**src/rtl/uart_cmd_rx.sv**
```systemverilog
// uart_cmd_rx: 8N1 serial command receiver for the BLE command link.
// Turns frames on RX into a byte (rx_data) plus a sticky ready flag (rdy).
// Optional feature macro: UART_RX_FRAME_ERR_EN. When it is defined, a stop-bit
// sample of 0 raises frame_err instead of rdy. When it is not defined,
// frame_err is tied to 0 and every completed frame raises rdy.
//
// Output handshake: rdy is a sticky "valid" for rx_data. The consumer
// acknowledges with a one-cycle clr_rdy, and rdy drops on the next clock.
// A new start bit also drops rdy. If a new byte sets rdy in the same cycle
// that clr_rdy is high, the set wins so no byte is silently lost. rx_data is
// stable from the cycle rdy rises until the next frame completes.
module uart_cmd_rx #(
   parameter int BAUD_CNT = 2604  // clocks per bit; even and >= 8
) (
   input  logic       clk,
   input  logic       rst,
   input  logic       RX,
   input  logic       clr_rdy,
   output logic [7:0] rx_data,
   output logic       rdy,
   output logic       frame_err
);

   localparam int            CW       = $clog2(BAUD_CNT) + 1;
   localparam logic [CW-1:0] FULL_CNT = CW'(BAUD_CNT);
   localparam logic [CW-1:0] HALF_CNT = CW'(BAUD_CNT / 2);
   localparam logic [CW-1:0] ONE_CNT  = CW'(1);
   localparam logic [3:0]    STOP_IDX = 4'd9;

   typedef enum logic {
      IDLE    = 1'b0,
      RECEIVE = 1'b1
   } state_t;

   // FSM state. It is a plain named register so checkers can bind to it.
   state_t          state;
   state_t          state_nxt;

   logic            rx_meta;
   logic            rx_sync;
   logic [CW-1:0]   baud_cnt;
   logic [3:0]      bit_cnt;
   logic [8:0]      shift_reg;
   logic            armed;      // line has been seen high while idle
   logic            done_pend;  // stop bit sampled last cycle

   logic            start_det;
   logic            sample_tick;
   logic            false_start;
   logic            frame_done;
   logic            set_rdy;

   // Two-flop synchronizer. It resets to the idle level, so a pin held low
   // during reset does not look like a start bit.
   always_ff @(posedge clk) begin
      if (rst) begin
         rx_meta <= 1'b1;
         rx_sync <= 1'b1;
      end else begin
         rx_meta <= RX;
         rx_sync <= rx_meta;
      end
   end

   // Start detection needs a high-to-low edge. After reset, after a break,
   // or after a stop bit of 0, the line must be seen high in IDLE before a
   // low is accepted. This keeps the tail of an interrupted frame from
   // being taken as a new start bit.
   always_ff @(posedge clk) begin
      if (rst) begin
         armed <= 1'b0;
      end else if (start_det) begin
         armed <= 1'b0;
      end else if ((state == IDLE) && rx_sync) begin
         armed <= 1'b1;
      end
   end

   // FSM state register.
   always_ff @(posedge clk) begin
      if (rst) begin
         state <= IDLE;
      end else begin
         state <= state_nxt;
      end
   end

   // Next state and per-cycle control strobes.
   // A sample is taken on the cycle where baud_cnt would count down to zero.
   // So the first sample comes BAUD_CNT/2 clocks after detection, and each
   // later sample comes exactly BAUD_CNT clocks after the one before it.
   always_comb begin
      state_nxt   = state;
      start_det   = 1'b0;
      sample_tick = 1'b0;
      false_start = 1'b0;
      frame_done  = 1'b0;
      case (state)
         IDLE: begin
            if (armed && !rx_sync) begin
               start_det = 1'b1;
               state_nxt = RECEIVE;
            end
         end
         RECEIVE: begin
            if (baud_cnt == ONE_CNT) begin
               sample_tick = 1'b1;
               if ((bit_cnt == 4'd0) && rx_sync) begin
                  // The start bit is high at mid-bit, so this was a glitch.
                  false_start = 1'b1;
                  state_nxt   = IDLE;
               end else if (bit_cnt == STOP_IDX) begin
                  // Go back to IDLE in the middle of the stop bit, so a start
                  // edge right after the stop bit is still caught.
                  frame_done = 1'b1;
                  state_nxt  = IDLE;
               end
            end
         end
         default: begin
            state_nxt = IDLE;
         end
      endcase
   end

   // Baud and bit counters. bit_cnt runs 0 (start) .. 9 (stop), and
   // baud_cnt stays between 1 and BAUD_CNT while the FSM is receiving.
   always_ff @(posedge clk) begin
      if (rst) begin
         baud_cnt <= '0;
         bit_cnt  <= '0;
      end else if (start_det) begin
         baud_cnt <= HALF_CNT;
         bit_cnt  <= '0;
      end else if (frame_done || false_start) begin
         baud_cnt <= '0;
         bit_cnt  <= '0;
      end else if (sample_tick) begin
         baud_cnt <= FULL_CNT;
         bit_cnt  <= bit_cnt + 4'd1;
      end else if (state == RECEIVE) begin
         baud_cnt <= baud_cnt - ONE_CNT;
      end
   end

   // Shift samples 1..9 in from the MSB side. After the stop sample, the
   // register holds {stop, d7 .. d0}, with the data LSB-aligned.
   always_ff @(posedge clk) begin
      if (rst) begin
         shift_reg <= '0;
      end else if (sample_tick && (bit_cnt != 4'd0)) begin
         shift_reg <= {rx_sync, shift_reg[8:1]};
      end
   end

   // Delay the frame-complete strobe by one clock so that the shift register
   // already holds the stop bit when rx_data and the flags update.
   always_ff @(posedge clk) begin
      if (rst) begin
         done_pend <= 1'b0;
      end else begin
         done_pend <= frame_done;
      end
   end

   // rx_data keeps the last completed byte. It is not cleared by clr_rdy.
   always_ff @(posedge clk) begin
      if (rst) begin
         rx_data <= 8'h00;
      end else if (done_pend) begin
         rx_data <= shift_reg[7:0];
      end
   end

`ifdef UART_RX_FRAME_ERR_EN
   logic frame_err_q;

   assign set_rdy = done_pend && shift_reg[8];

   // Stop-bit error flag. It follows the same set-wins rule as rdy.
   always_ff @(posedge clk) begin
      if (rst) begin
         frame_err_q <= 1'b0;
      end else if (done_pend && !shift_reg[8]) begin
         frame_err_q <= 1'b1;
      end else if (clr_rdy || start_det) begin
         frame_err_q <= 1'b0;
      end
   end

   assign frame_err = frame_err_q;
`else
   assign set_rdy   = done_pend;
   assign frame_err = 1'b0;
`endif

   // Sticky ready flag. Setting it has priority over clr_rdy and over a new
   // start detection.
   always_ff @(posedge clk) begin
      if (rst) begin
         rdy <= 1'b0;
      end else if (set_rdy) begin
         rdy <= 1'b1;
      end else if (clr_rdy || start_det) begin
         rdy <= 1'b0;
      end
   end

endmodule

```
**config.mk**
```make
export PLATFORM = sky130hd
export DESIGN_NAME = uart_cmd_rx
export DESIGN_NICKNAME = d
export VERILOG_FILES = /design/src/rtl/uart_cmd_rx.sv
export SDC_FILE = /design/constraint.sdc
export NUM_CORES = 1
export LEC_CHECK = 0
export BUFFER_PORTS_ARGS = -buffer_cell sky130_fd_sc_hd__buf_2
export CORE_MARGIN = 2
export CORE_UTILIZATION = 55
export CTS_CLUSTER_DIAMETER = 60
export CTS_CLUSTER_SIZE = 8
export DETAILED_ROUTE_END_ITERATION = 10
export GPL_ROUTABILITY_DRIVEN = 0
export PLACE_DENSITY = 0.77
export SLEW_MARGIN = 10
export SYNTH_ARGS = -nofsm -noshare
export SYNTH_HDL_FRONTEND = slang
export SYNTH_SLANG_ARGS = --single-unit
export TNS_END_PERCENT = 50
```
**constraint.sdc**
```tcl
create_clock -name clk -period 2.4 [get_ports clk]
set_input_delay 0.48 -clock clk [delete_from_list [all_inputs] [get_ports clk]]
set_output_delay 0.48 -clock clk [all_outputs]
set_load 0.01 [all_outputs]
```
==> out/qor.log <==
INFO  outcome        run_status=completed
INFO  clock_network  tritoncts.num_buffers=5
INFO  timing         timing_max_transition_violations_final=0
INFO  drt            wire_per_inst=14.8microns
INFO  drt            total_via_count_in_the_routed_design=1491
INFO  floorplanning  fp.dieArea=3710squm
INFO  final_layout   largest_reg_flops=13
INFO  floorplanning  placementRows=20
INFO  clock_network  cts_max_path_buffers=2
INFO  drt            first_pass_iters=5
INFO  floorplanning  dieHeight=60.9microns
INFO  worst_setup_path critPathKind=register to register
INFO  logic_synthesis synth_warnings=0
INFO  logic_synthesis synth.largest_area_cell=dfxtp_1
INFO  clock_network  postCtsHoldBufs=0
INFO  logic_synthesis net_count_after_synthesis=208
INFO  drt            detail_route.iter0.violations=103
INFO  logic_synthesis synth-seq-area-share=44.9%
INFO  logic_synthesis synth.cells.most_frequent=dfxtp_1 (40), nor2_1 (21), a21oi_1 (20), nand3_1 (13), o21ai_0 (12)
INFO  timing         maxClockFrequency=448MHz
INFO  global_route   grt_pass1_vias=1444
INFO  logic_synthesis yosysUniqueCellTypes=42
INFO  logic_synthesis post_synthesis_average_cell_area=8.95squm
INFO  global_route   grt_max_degree=30
INFO  timing         finalHoldViolCount=0
INFO  place          port_buffers=12
INFO  logic_synthesis synth.ff_latch_count=40
INFO  drt            ant_nets=0
INFO  logic_synthesis netlist.area_leader.share=44.9%
INFO  floorplanning  die_w=60.9microns
INFO  global_route   overall_global_routing_resource_usage=23.4%
INFO  clock_network  worstSkewPairLatency=0.35ns
INFO  power          powerDensity=604nW/um^2
INFO  clock_network  h-tree-depth=2
INFO  drt            route.detailed.vias_per_inst=5.89
INFO  logic_synthesis post_synth_main_area_contributors=dfxtp_1 (45%), a21oi_1 (5.6%), mux2i_1 (5.1%)
INFO  worst_setup_path worst-endpoint-arrival=2.52ns
INFO  global_route   grt_overflow=0
INFO  timing         rsz0062_at_grt=false
INFO  logic_synthesis post-synth-top-count-cell=dfxtp_1
INFO  worst_setup_path crit_path_start_kind=register
INFO  power          p_leak=0.677nW
INFO  global_route   grt_pass1_wl=6250microns
INFO  clock_network  ctsResizeCount=0
INFO  timing         timing.clock.skew=0.00678ns
INFO  clock_network  worst_setup_hold_path_clk_slew=0.12ns
INFO  logic_synthesis synth-main-ff-cell=dfxtp_1
INFO  floorplanning  core_region_area=3080squm
INFO  worst_setup_path crit_fanout=19
INFO  timing         final_critical_delay_including_setup_and_external_delays=2.23ns
INFO  clock_network  cts_tree=yes
INFO  logic_synthesis mappedNetlistArea=1780squm
INFO  logic_synthesis netlist_instances=199
INFO  place          hpwlAfterDp=2560microns
INFO  final_layout   final_layout_size_suffix_gt1_share=14.8%
INFO  worst_setup_path critical_path.reg2reg.endpoint=bit_cnt[3]
INFO  clock_network  postCtsSetupRepairBufs=0
INFO  min_path       hp-class=input pin to register
INFO  timing         slew-limit-headroom=50.4%
INFO  clock_network  clock_sinks=40
INFO  worst_setup_path crit_required=2.68ns
INFO  timing         period_share=93.0%
INFO  final_layout   syn2layout_area_growth=7.09%
INFO  worst_setup_path reg2reg_depth=4
INFO  global_route   initial_antenna_violation_count=0
INFO  floorplanning  initial_utilization=57.9%
INFO  timing         setup_viol=0
INFO  timing         timing.setup.tns=0ns
INFO  drt            drt_wl_total=3750microns
INFO  floorplanning  io_pins=14
INFO  worst_setup_path worst_setup_path_startpoint=baud_cnt[5]
INFO  final_layout   instances_no_fill=253
INFO  timing         worst_tran_pin_value=0.734ns
INFO  worst_setup_path critical_path.endpoint=bit_cnt[3]
INFO  clock_network  cts_root_buf=clkbuf_4
INFO  drt            drt_drc_violations_left=0
INFO  worst_setup_path regToRegStartpoint=baud_cnt[5]
INFO  logic_synthesis ys_async_sr_fraction=0%
INFO  final_layout   antennaDiodeCount=0
INFO  final_layout   number_of_nets_in_the_finished_design=217
INFO  run            cap_violations=0
INFO  logic_synthesis synth_enable_flop_cells=0
INFO  power          vdd.ir_drop.worst=0.352mV
INFO  worst_setup_path reg2reg_slack=0.17ns
INFO  place          dp_cells=245
INFO  worst_setup_path worstSetupEndpointType=register
-- cell type report --
cell class / count / area, sq um
Clock buffer: 7 / 45.0
Clock inverter: 1 / 8.76
Fill cell: 279 / 1170
Inverter: 8 / 30.0
Multi-Input combinational cell: 137 / 878
Sequential cell: 40 / 801
Tap cell: 44 / 55.1
Timing Repair Buffer: 16 / 90.1
-- kinds of logic (layout without fill, tap and decap cells) --
kind of cell / Yosys count / count (layout) / synth area share [%]
AOI/OAI and AO/OA: 47 / 47 / 15.7
xor gates and xnor gates: 9 / 9 / 4.42
adders and majority gates: 5 / 5 / 3.51
buffers and inverters: 22 / 32 / 5.76
DFF: 40 / 40 / 44.9
muxes: 9 / 9 / 5.06
other: 1 / 1 / 0.210
and+or+nand+nor: 66 / 66 / 20.4
-- power by group --
group	total, mW	switching [mW]	leakage (nW)	internal [mW]
registers	0.697	0.0188	0.324	0.678
clock network	0.337	0.219	0.0295	0.118
logic	0.119	0.0672	0.323	0.0516
-- worst min-delay path by stage --
stage,from,cells past startpoint,end
after floorplan,rx_meta,1,rx_sync
after global placement,rx_meta,1,rx_sync
after detailed placement,rx_meta,1,rx_sync
after CTS,RX,2,rx_meta
after global routing,RX,2,rx_meta
final,RX,2,rx_meta
-- layer usage --
layer	part of all wire, %	GRT usage (%)
met1	42	26.1
met4	2.4	12.7
met2	50	39.5
met3	5.7	7.46
met5	0	0
-- cell usage in the layout (no fill, tap or decap), types with 2 or more instances in the layout --
cell,instances
a31oi_1,2
xnor2_1,7
buf_2,12
a21oi_1,20
or3_1,2
mux2i_1,9
nand3_1,13
buf_4,4
clkbuf_4,5
o21ai_0,12
or4_4,2
dfxtp_1,40
inv_1,8
ha_1,5
xor2_1,2
or2_2,3
or4b_2,3
or4_1,2
nor3_1,5
nand2_1,6
o31ai_1,3
o22a_1,2
clkbuf_1,2
nor4_1,2
nor2_1,21
-- metrics by stage --
| step | cell area [sq um] | power [mW] | hold WS, ns | worst slack [ns] | utilization, % |
|---|---|---|---|---|---|
| after floorplan | 1780 | 0.806 | 0.389 | 0.286 | - |
| after global placement | 1850 | 0.820 | 0.395 | 0.303 | 60.2 |
| after detailed placement | 1850 | 0.827 | 0.414 | 0.229 | 60.2 |
| after CTS | 1910 | 1.16 | 0.281 | 0.178 | 62.0 |
| after global routing | 1910 | 1.21 | 0.299 | 0.109 | 62.0 |
| final | 1910 | 1.15 | 0.306 | 0.169 | 62.0 |
-- critical path, stage by stage (launching register included) --
cell     delay, ns
dfxtp_1       0.39
or4_4         0.59
or4_4         0.62
or3_1         0.39
a21oi_1       0.17
(Power assumes the default switching activity.)
